## src/rtl/dmem_arbiter_if.sv

```systemverilog
// rtl/dmem_arbiter_if.sv - two-master data-memory bus bundle for dmem_arbiter
interface dmem_arbiter_if;
    logic        m0_req;
    logic        m0_we;
    logic [3:0]  m0_be;
    logic [31:0] m0_addr;
    logic [31:0] m0_wdata;
    logic        m0_lock;
    logic        m0_gnt;
    logic        m0_rvalid;
    logic [31:0] m0_rdata;

    logic        m1_req;
    logic        m1_we;
    logic [3:0]  m1_be;
    logic [31:0] m1_addr;
    logic [31:0] m1_wdata;
    logic        m1_lock;
    logic        m1_gnt;
    logic        m1_rvalid;
    logic [31:0] m1_rdata;

    logic        mem_we;
    logic [3:0]  mem_be;
    logic [31:0] mem_a;
    logic [31:0] mem_wd;
    logic [31:0] mem_rd;

    // Requesters plus the memory model sit on the master side.
    modport master (
        output m0_req, m0_we, m0_be, m0_addr, m0_wdata, m0_lock,
        input  m0_gnt, m0_rvalid, m0_rdata,
        output m1_req, m1_we, m1_be, m1_addr, m1_wdata, m1_lock,
        input  m1_gnt, m1_rvalid, m1_rdata,
        input  mem_we, mem_be, mem_a, mem_wd,
        output mem_rd
    );

    modport slave (
        input  m0_req, m0_we, m0_be, m0_addr, m0_wdata, m0_lock,
        output m0_gnt, m0_rvalid, m0_rdata,
        input  m1_req, m1_we, m1_be, m1_addr, m1_wdata, m1_lock,
        output m1_gnt, m1_rvalid, m1_rdata,
        output mem_we, mem_be, mem_a, mem_wd,
        input  mem_rd
    );
endinterface

```

## src/rtl/dmem_arbiter.sv

```systemverilog
// rtl/dmem_arbiter.sv - data-memory arbiter, master 0 = load/store, master 1 = loader/DMA
// Optional DMEM_ARB_RR_EN: alternate the winner of simultaneous requests from IDLE.
module dmem_arbiter #(
    parameter int unsigned MAX_HOLD = 8
) (
    input  logic           clk,
    input  logic           rst_n,
    dmem_arbiter_if.slave  bus
);
    localparam logic [1:0] S_IDLE = 2'd0;
    localparam logic [1:0] S_OWN0 = 2'd1;
    localparam logic [1:0] S_OWN1 = 2'd2;
    localparam logic [7:0] HOLD_MAX = 8'(MAX_HOLD);

    logic [1:0]  state_q, state_d;
    logic [7:0]  hold_q, hold_d;
    logic        rvalid0_q, rvalid1_q;
    logic [31:0] rdata0_q, rdata1_q;
    logic        gnt0_d, gnt1_d;
    logic        gnt0, gnt1;
    logic        same_owner;
    logic        contested;
    logic [7:0]  hold_base;

`ifdef DMEM_ARB_RR_EN
    logic last_owner_q;
`endif

    always_comb begin
        gnt0_d = 1'b0;
        gnt1_d = 1'b0;
        case (state_q)
            S_OWN0: begin
                if (bus.m0_req && (bus.m0_lock || !bus.m1_req) && (hold_q < HOLD_MAX))
                    gnt0_d = 1'b1;
                else if (bus.m1_req)
                    gnt1_d = 1'b1;
                else if (bus.m0_req)
                    gnt0_d = 1'b1;
            end
            S_OWN1: begin
                if (bus.m1_req && (bus.m1_lock || !bus.m0_req) && (hold_q < HOLD_MAX))
                    gnt1_d = 1'b1;
                else if (bus.m0_req)
                    gnt0_d = 1'b1;
                else if (bus.m1_req)
                    gnt1_d = 1'b1;
            end
            default: begin
                if (bus.m0_req && bus.m1_req) begin
`ifdef DMEM_ARB_RR_EN
                    if (last_owner_q)
                        gnt0_d = 1'b1;
                    else
                        gnt1_d = 1'b1;
`else
                    gnt0_d = 1'b1;
`endif
                end else if (bus.m0_req) begin
                    gnt0_d = 1'b1;
                end else if (bus.m1_req) begin
                    gnt1_d = 1'b1;
                end
            end
        endcase
    end

    // Reset blocks every grant so nothing reaches memory while rst_n is low.
    assign gnt0 = rst_n & gnt0_d;
    assign gnt1 = rst_n & gnt1_d;

    always_comb begin
        state_d = S_IDLE;
        if (gnt0_d)
            state_d = S_OWN0;
        else if (gnt1_d)
            state_d = S_OWN1;
    end

    // The grant that opens a tenure already counts toward the hold limit.
    assign same_owner = (gnt0_d && state_q == S_OWN0) || (gnt1_d && state_q == S_OWN1);
    assign contested  = gnt0_d ? bus.m1_req : (gnt1_d ? bus.m0_req : 1'b0);
    assign hold_base  = same_owner ? hold_q : 8'd0;

    always_comb begin
        hold_d = hold_base;
        if (contested && (hold_base < HOLD_MAX))
            hold_d = hold_base + 8'd1;
    end

    assign bus.m0_gnt    = gnt0;
    assign bus.m1_gnt    = gnt1;
    assign bus.mem_we    = (gnt0 & bus.m0_we) | (gnt1 & bus.m1_we);
    assign bus.mem_be    = gnt1 ? bus.m1_be    : bus.m0_be;
    assign bus.mem_a     = gnt1 ? bus.m1_addr  : bus.m0_addr;
    assign bus.mem_wd    = gnt1 ? bus.m1_wdata : bus.m0_wdata;
    assign bus.m0_rvalid = rvalid0_q;
    assign bus.m1_rvalid = rvalid1_q;
    assign bus.m0_rdata  = rdata0_q;
    assign bus.m1_rdata  = rdata1_q;

    always_ff @(posedge clk) begin
        if (!rst_n) begin
            state_q   <= S_IDLE;
            hold_q    <= 8'd0;
            rvalid0_q <= 1'b0;
            rvalid1_q <= 1'b0;
            rdata0_q  <= 32'd0;
            rdata1_q  <= 32'd0;
        end else begin
            state_q   <= state_d;
            hold_q    <= hold_d;
            rvalid0_q <= gnt0 & ~bus.m0_we;
            rvalid1_q <= gnt1 & ~bus.m1_we;
            if (gnt0 && !bus.m0_we)
                rdata0_q <= bus.mem_rd;
            if (gnt1 && !bus.m1_we)
                rdata1_q <= bus.mem_rd;
        end
    end

`ifdef DMEM_ARB_RR_EN
    always_ff @(posedge clk) begin
        if (!rst_n)
            last_owner_q <= 1'b1;
        else if (gnt0)
            last_owner_q <= 1'b0;
        else if (gnt1)
            last_owner_q <= 1'b1;
    end
`endif
endmodule

```

## src/flat_wrapper.sv

```systemverilog
// flat-port wrapper written by rule: the top's interface ports become plain ports
module dmem_arbiter_flat 
#(
    parameter int unsigned MAX_HOLD = 8
)
  (clk, rst_n, bus_m0_req, bus_m0_we, bus_m0_be, bus_m0_addr, bus_m0_wdata, bus_m0_lock, bus_m0_gnt, bus_m0_rvalid, bus_m0_rdata, bus_m1_req, bus_m1_we, bus_m1_be, bus_m1_addr, bus_m1_wdata, bus_m1_lock, bus_m1_gnt, bus_m1_rvalid, bus_m1_rdata, bus_mem_we, bus_mem_be, bus_mem_a, bus_mem_wd, bus_mem_rd);
  dmem_arbiter_if bus_i ();
  input  logic clk;
  input  logic rst_n;
  input wire logic [$bits(bus_i.m0_req)-1:0] bus_m0_req;
  input wire logic [$bits(bus_i.m0_we)-1:0] bus_m0_we;
  input wire logic [$bits(bus_i.m0_be)-1:0] bus_m0_be;
  input wire logic [$bits(bus_i.m0_addr)-1:0] bus_m0_addr;
  input wire logic [$bits(bus_i.m0_wdata)-1:0] bus_m0_wdata;
  input wire logic [$bits(bus_i.m0_lock)-1:0] bus_m0_lock;
  output wire logic [$bits(bus_i.m0_gnt)-1:0] bus_m0_gnt;
  output wire logic [$bits(bus_i.m0_rvalid)-1:0] bus_m0_rvalid;
  output wire logic [$bits(bus_i.m0_rdata)-1:0] bus_m0_rdata;
  input wire logic [$bits(bus_i.m1_req)-1:0] bus_m1_req;
  input wire logic [$bits(bus_i.m1_we)-1:0] bus_m1_we;
  input wire logic [$bits(bus_i.m1_be)-1:0] bus_m1_be;
  input wire logic [$bits(bus_i.m1_addr)-1:0] bus_m1_addr;
  input wire logic [$bits(bus_i.m1_wdata)-1:0] bus_m1_wdata;
  input wire logic [$bits(bus_i.m1_lock)-1:0] bus_m1_lock;
  output wire logic [$bits(bus_i.m1_gnt)-1:0] bus_m1_gnt;
  output wire logic [$bits(bus_i.m1_rvalid)-1:0] bus_m1_rvalid;
  output wire logic [$bits(bus_i.m1_rdata)-1:0] bus_m1_rdata;
  output wire logic [$bits(bus_i.mem_we)-1:0] bus_mem_we;
  output wire logic [$bits(bus_i.mem_be)-1:0] bus_mem_be;
  output wire logic [$bits(bus_i.mem_a)-1:0] bus_mem_a;
  output wire logic [$bits(bus_i.mem_wd)-1:0] bus_mem_wd;
  input wire logic [$bits(bus_i.mem_rd)-1:0] bus_mem_rd;
  assign bus_i.m0_req = bus_m0_req;
  assign bus_i.m0_we = bus_m0_we;
  assign bus_i.m0_be = bus_m0_be;
  assign bus_i.m0_addr = bus_m0_addr;
  assign bus_i.m0_wdata = bus_m0_wdata;
  assign bus_i.m0_lock = bus_m0_lock;
  assign bus_m0_gnt = bus_i.m0_gnt;
  assign bus_m0_rvalid = bus_i.m0_rvalid;
  assign bus_m0_rdata = bus_i.m0_rdata;
  assign bus_i.m1_req = bus_m1_req;
  assign bus_i.m1_we = bus_m1_we;
  assign bus_i.m1_be = bus_m1_be;
  assign bus_i.m1_addr = bus_m1_addr;
  assign bus_i.m1_wdata = bus_m1_wdata;
  assign bus_i.m1_lock = bus_m1_lock;
  assign bus_m1_gnt = bus_i.m1_gnt;
  assign bus_m1_rvalid = bus_i.m1_rvalid;
  assign bus_m1_rdata = bus_i.m1_rdata;
  assign bus_mem_we = bus_i.mem_we;
  assign bus_mem_be = bus_i.mem_be;
  assign bus_mem_a = bus_i.mem_a;
  assign bus_mem_wd = bus_i.mem_wd;
  assign bus_i.mem_rd = bus_mem_rd;
  dmem_arbiter #(.MAX_HOLD(MAX_HOLD)) u_core (.clk(clk), .rst_n(rst_n), .bus(bus_i));
endmodule
```

## config.mk

```make
export PLATFORM = sky130hd
export DESIGN_NAME = dmem_arbiter_flat
export DESIGN_NICKNAME = d
export VERILOG_FILES = /design/src/rtl/dmem_arbiter_if.sv /design/src/rtl/dmem_arbiter.sv /design/src/flat_wrapper.sv
export SDC_FILE = /design/constraint.sdc
export NUM_CORES = 1
export LEC_CHECK = 0
export BUFFER_PORTS_ARGS = -buffer_cell sky130_fd_sc_hd__buf_2
export CORE_AREA = 4 4 121 123
export DETAILED_ROUTE_END_ITERATION = 10
export DIE_AREA = 0 0 125 127
export PLACE_DENSITY = 0.65
export SETUP_SLACK_MARGIN = 0.15
export SYNTH_ARGS = -nofsm -noshare
export SYNTH_HDL_FRONTEND = slang
export SYNTH_SLANG_ARGS = --single-unit
```

## constraint.sdc

```tcl
create_clock -name clk -period 5.75 [get_ports clk]
set_clock_uncertainty 0.05 [all_clocks]
set_input_delay 1.15 -clock clk [delete_from_list [all_inputs] [get_ports clk]]
set_output_delay 1.15 -clock clk [all_outputs]
set_load 0.02 [all_outputs]
```

==> results_dict.tcl <==
set metrics [dict create \
    dp_hpwl_mm 14.4 \
    first_iter_violations 210 \
    leakage_nw 2.90 \
    status "complete, no violations" \
    cpMostUsedCell "sky130_fd_sc_hd__buf_2" \
    grt_setup_unrepaired "false" \
    drt_first_pass_iters 4 \
    cts.clk_slew.worst_paths_ns 0.06 \
    timing.final.crit_period_ns 4.41 \
    width_of_the_chip_um 125 \
    worst_skew_pair.late_latency_ns 0.33 \
    area.growth.synth_to_final_pct 53.7 \
    antenna_violating_nets_post_route 0 \
    yosys_register_bits 76 \
    final-hold-violation-count 0 \
    setup_violators_final 0 \
    post-route-period-util 0.767 \
    ys_types 36 \
    hold_path_end "u_core.bus.m0_rdata[12]" \
    vias_in_the_first_global_route 3834 \
    reg2reg_depth 8 \
    wire_length_per_cell_um 20.1 \
    die_y_um 127 \
    gr-usage-all-layers 0.206 \
    place.port_buffers 312 \
    drv_slew 0 \
    timing.reg2reg.setup_slack_ns 2.84 \
    overflow 0 \
    worst-slew-pin-transition_ns 1.12 \
    cts_max_level 3 \
    cpMaxStageDelayCell "sky130_fd_sc_hd__buf_4" \
    wl_mm 17.7 \
    setup.worst_path.class "in2out" \
    mostFrequentLayoutCell "sky130_fd_sc_hd__buf_2" \
    io_pins 313 \
    antenna_found_initial 4 \
    rows 43 \
    synth_flop_cell "sky130_fd_sc_hd__dfxtp_1" \
    series_of_cell_instances_along_the_critical_path "buf_2 > inv_1 > o2111ai_1 > a22oi_2 > nor2_4 > buf_4 > mux2_2 > buf_2" \
    via_count 4156 \
    antenna_cells_inserted 0 \
    vdd_ir_drop_max_mv 0.164 \
    coreArea_sq_um 13700 \
    critical_path.max_fanout 70 \
    min-delay-path-class "reg2reg" \
    hold_path_depth 2 \
    totalNegativeSetupSlack_ns 0 \
    critical_path_arrival_ns 3.21 \
    gpl.final_weighted_congestion 0.966 \
    vias_per_cell 4.71 \
    post_synth_inst_count 398 \
    max-clock-path-buffers 2 \
    grt_first_pass_wirelength_mm 24.7 \
    critPathRequiredTime_ns 4.55 \
    power.density_nw_per_um2 255 \
    final.hold.worst_slack_ns 0.395 \
    syn_nets 577 \
    max_clock_freq_mhz 227 \
    hold_path.startpoint "u_core.bus.m0_rdata[12]" \
    cts_hold_buf 0 \
    tritoncts_num_sinks 76 \
    number_of_violations_of_the_max_capacitance_limit 0 \
    n_fill_cell 1417 \
    cp-start-kind "input pin" \
    post-route-drc-count 0 \
    final_net_count 877 \
    launch_point_of_the_worst_reg_to_reg_path "u_core.hold_q[4]" \
    synth.yosys.seq_area_share 0.413 \
    grt_max_degree 80 \
    final-seq-area_sq_um 1520 \
    postCtsSetupRepairBufs 0 \
    postSynth.asyncResetShare 0 \
    initial_core_util 0.270 \
    most-common-layout-cells "sky130_fd_sc_hd__buf_2, sky130_fd_sc_hd__nand2_1, sky130_fd_sc_hd__dfxtp_1" \
    reg2reg_to "u_core.hold_q[1]" \
    tritoncts_clock_tree "built" \
    syn-mean-instance-area_sq_um 9.26 \
    ys_warn_count 0 \
    synthesis.area_sq_um 3680 \
    layout-drive-gt1-share 0.580 \
    critPathCaptureType "output port" \
    multiInputGateArea_sq_um 1990 \
    max_slew_margin 0.249 \
    cts_resized 0 \
    synth_enable_flop_cells 0 \
    worst_path_largest_cell_delay_ns 0.64 \
    dieArea_sq_um 15900 \
    clk_root_buffer_cell "sky130_fd_sc_hd__clkbuf_16" \
    numCtsBuffers 9 \
]
cells in the mapped netlist (3+ instances only):
cell type / n / area share
sky130_fd_sc_hd__and3_1: 4 / 0.0068
sky130_fd_sc_hd__nand2_1: 100 / 0.10
sky130_fd_sc_hd__a21oi_1: 3 / 0.0041
sky130_fd_sc_hd__buf_2: 10 / 0.014
sky130_fd_sc_hd__clkbuf_1: 12 / 0.012
sky130_fd_sc_hd__and2_1: 4 / 0.0068
sky130_fd_sc_hd__inv_1: 7 / 0.0071
sky130_fd_sc_hd__nand3_1: 37 / 0.050
sky130_fd_sc_hd__nor3_1: 4 / 0.0054
sky130_fd_sc_hd__buf_6: 7 / 0.021
sky130_fd_sc_hd__o2bb2ai_1: 32 / 0.076
sky130_fd_sc_hd__mux2_2: 68 / 0.21
sky130_fd_sc_hd__ha_1: 3 / 0.010
sky130_fd_sc_hd__dfxtp_1: 76 / 0.41
sky130_fd_sc_hd__nor2_1: 6 / 0.0061
metal layers:
layer / share of wire / vias to the layer above / GRT usage
li1: - / 2004 / -
met1: 0.44 / 1910 / 0.289
met2: 0.44 / 209 / 0.301
met3: 0.10 / 25 / 0.0798
met4: 0.012 / 8 / 0.0472
met5: 0.0024 / - / 0
cell type report:
type / instances / area share
clock buffer: 11 / 0.0411
clock inverter: 5 / 0.0110
inverter: 7 / 0.00464
multi-input combinational: 286 / 0.351
sequential: 76 / 0.269
tap: 180 / 0.0398
timing repair buffer: 318 / 0.284
stage by stage:
| step | area (sq um) | setup slack [ns] | cells | total power (W) | util |
|---|---|---|---|---|---|
| after floorplan | 3680 | 2.06 | 398 | 0.000754 | - |
| after global placement | 5370 | 1.39 | 867 | 0.000904 | 0.393 |
| after detailed placement | 5370 | 1.35 | 867 | 0.000905 | 0.393 |
| after CTS | 5660 | 1.35 | 883 | 0.00146 | 0.414 |
| after global routing | 5660 | 1.24 | 883 | 0.00151 | 0.414 |
| final | 5660 | 1.34 | 883 | 0.00145 | 0.414 |
flip-flops by register name (all words and copies together) (netlist names):
| signal | count |
|---|---|
| u_core.bus.m0_rdata | 32 |
| u_core.bus.m1_rdata | 32 |
| u_core.hold_q | 8 |
| u_core.state_q | 2 |
| u_core.bus.m0_rvalid | 1 |
| u_core.bus.m1_rvalid | 1 |
critical path, delay by kind of cell:
kind                   cells  cell delay (ns)
multiplexers               1             0.42
AO/OA/AOI/OAI              2             0.41
buffers and inverters      4             1.00
AND/OR/NAND/NOR            1             0.12
cells by family after synthesis:
family	synth area share
buf+inv	0.0543
simple gates	0.194
compound gates	0.121
mux	0.208
fa+ha+maj	0.0102
flops	0.413
power by group:
| group | internal (W) | switching (W) | total, W |
|---|---|---|---|
| registers | 0.000550 | 0.0000105 | 0.000560 |
| logic | 0.000135 | 0.000199 | 0.000333 |
| clock network | 0.000338 | 0.000216 | 0.000553 |
| total | 0.00102 | 0.000425 | 0.00145 |
worst max-delay path by stage:
stage / to / startpoint / slack, ns
final: bus_mem_a[10] / bus_m1_req / 1.34
after global placement: bus_mem_a[26] / bus_m1_req / 1.39
after CTS: bus_mem_a[26] / bus_m1_req / 1.35
after global routing: bus_mem_a[26] / bus_m1_req / 1.24
after floorplan: bus_mem_a[26] / bus_m1_req / 2.06
after detailed placement: bus_mem_a[26] / bus_m1_req / 1.35
No activity file was read; power rests on OpenSTA's default activity.
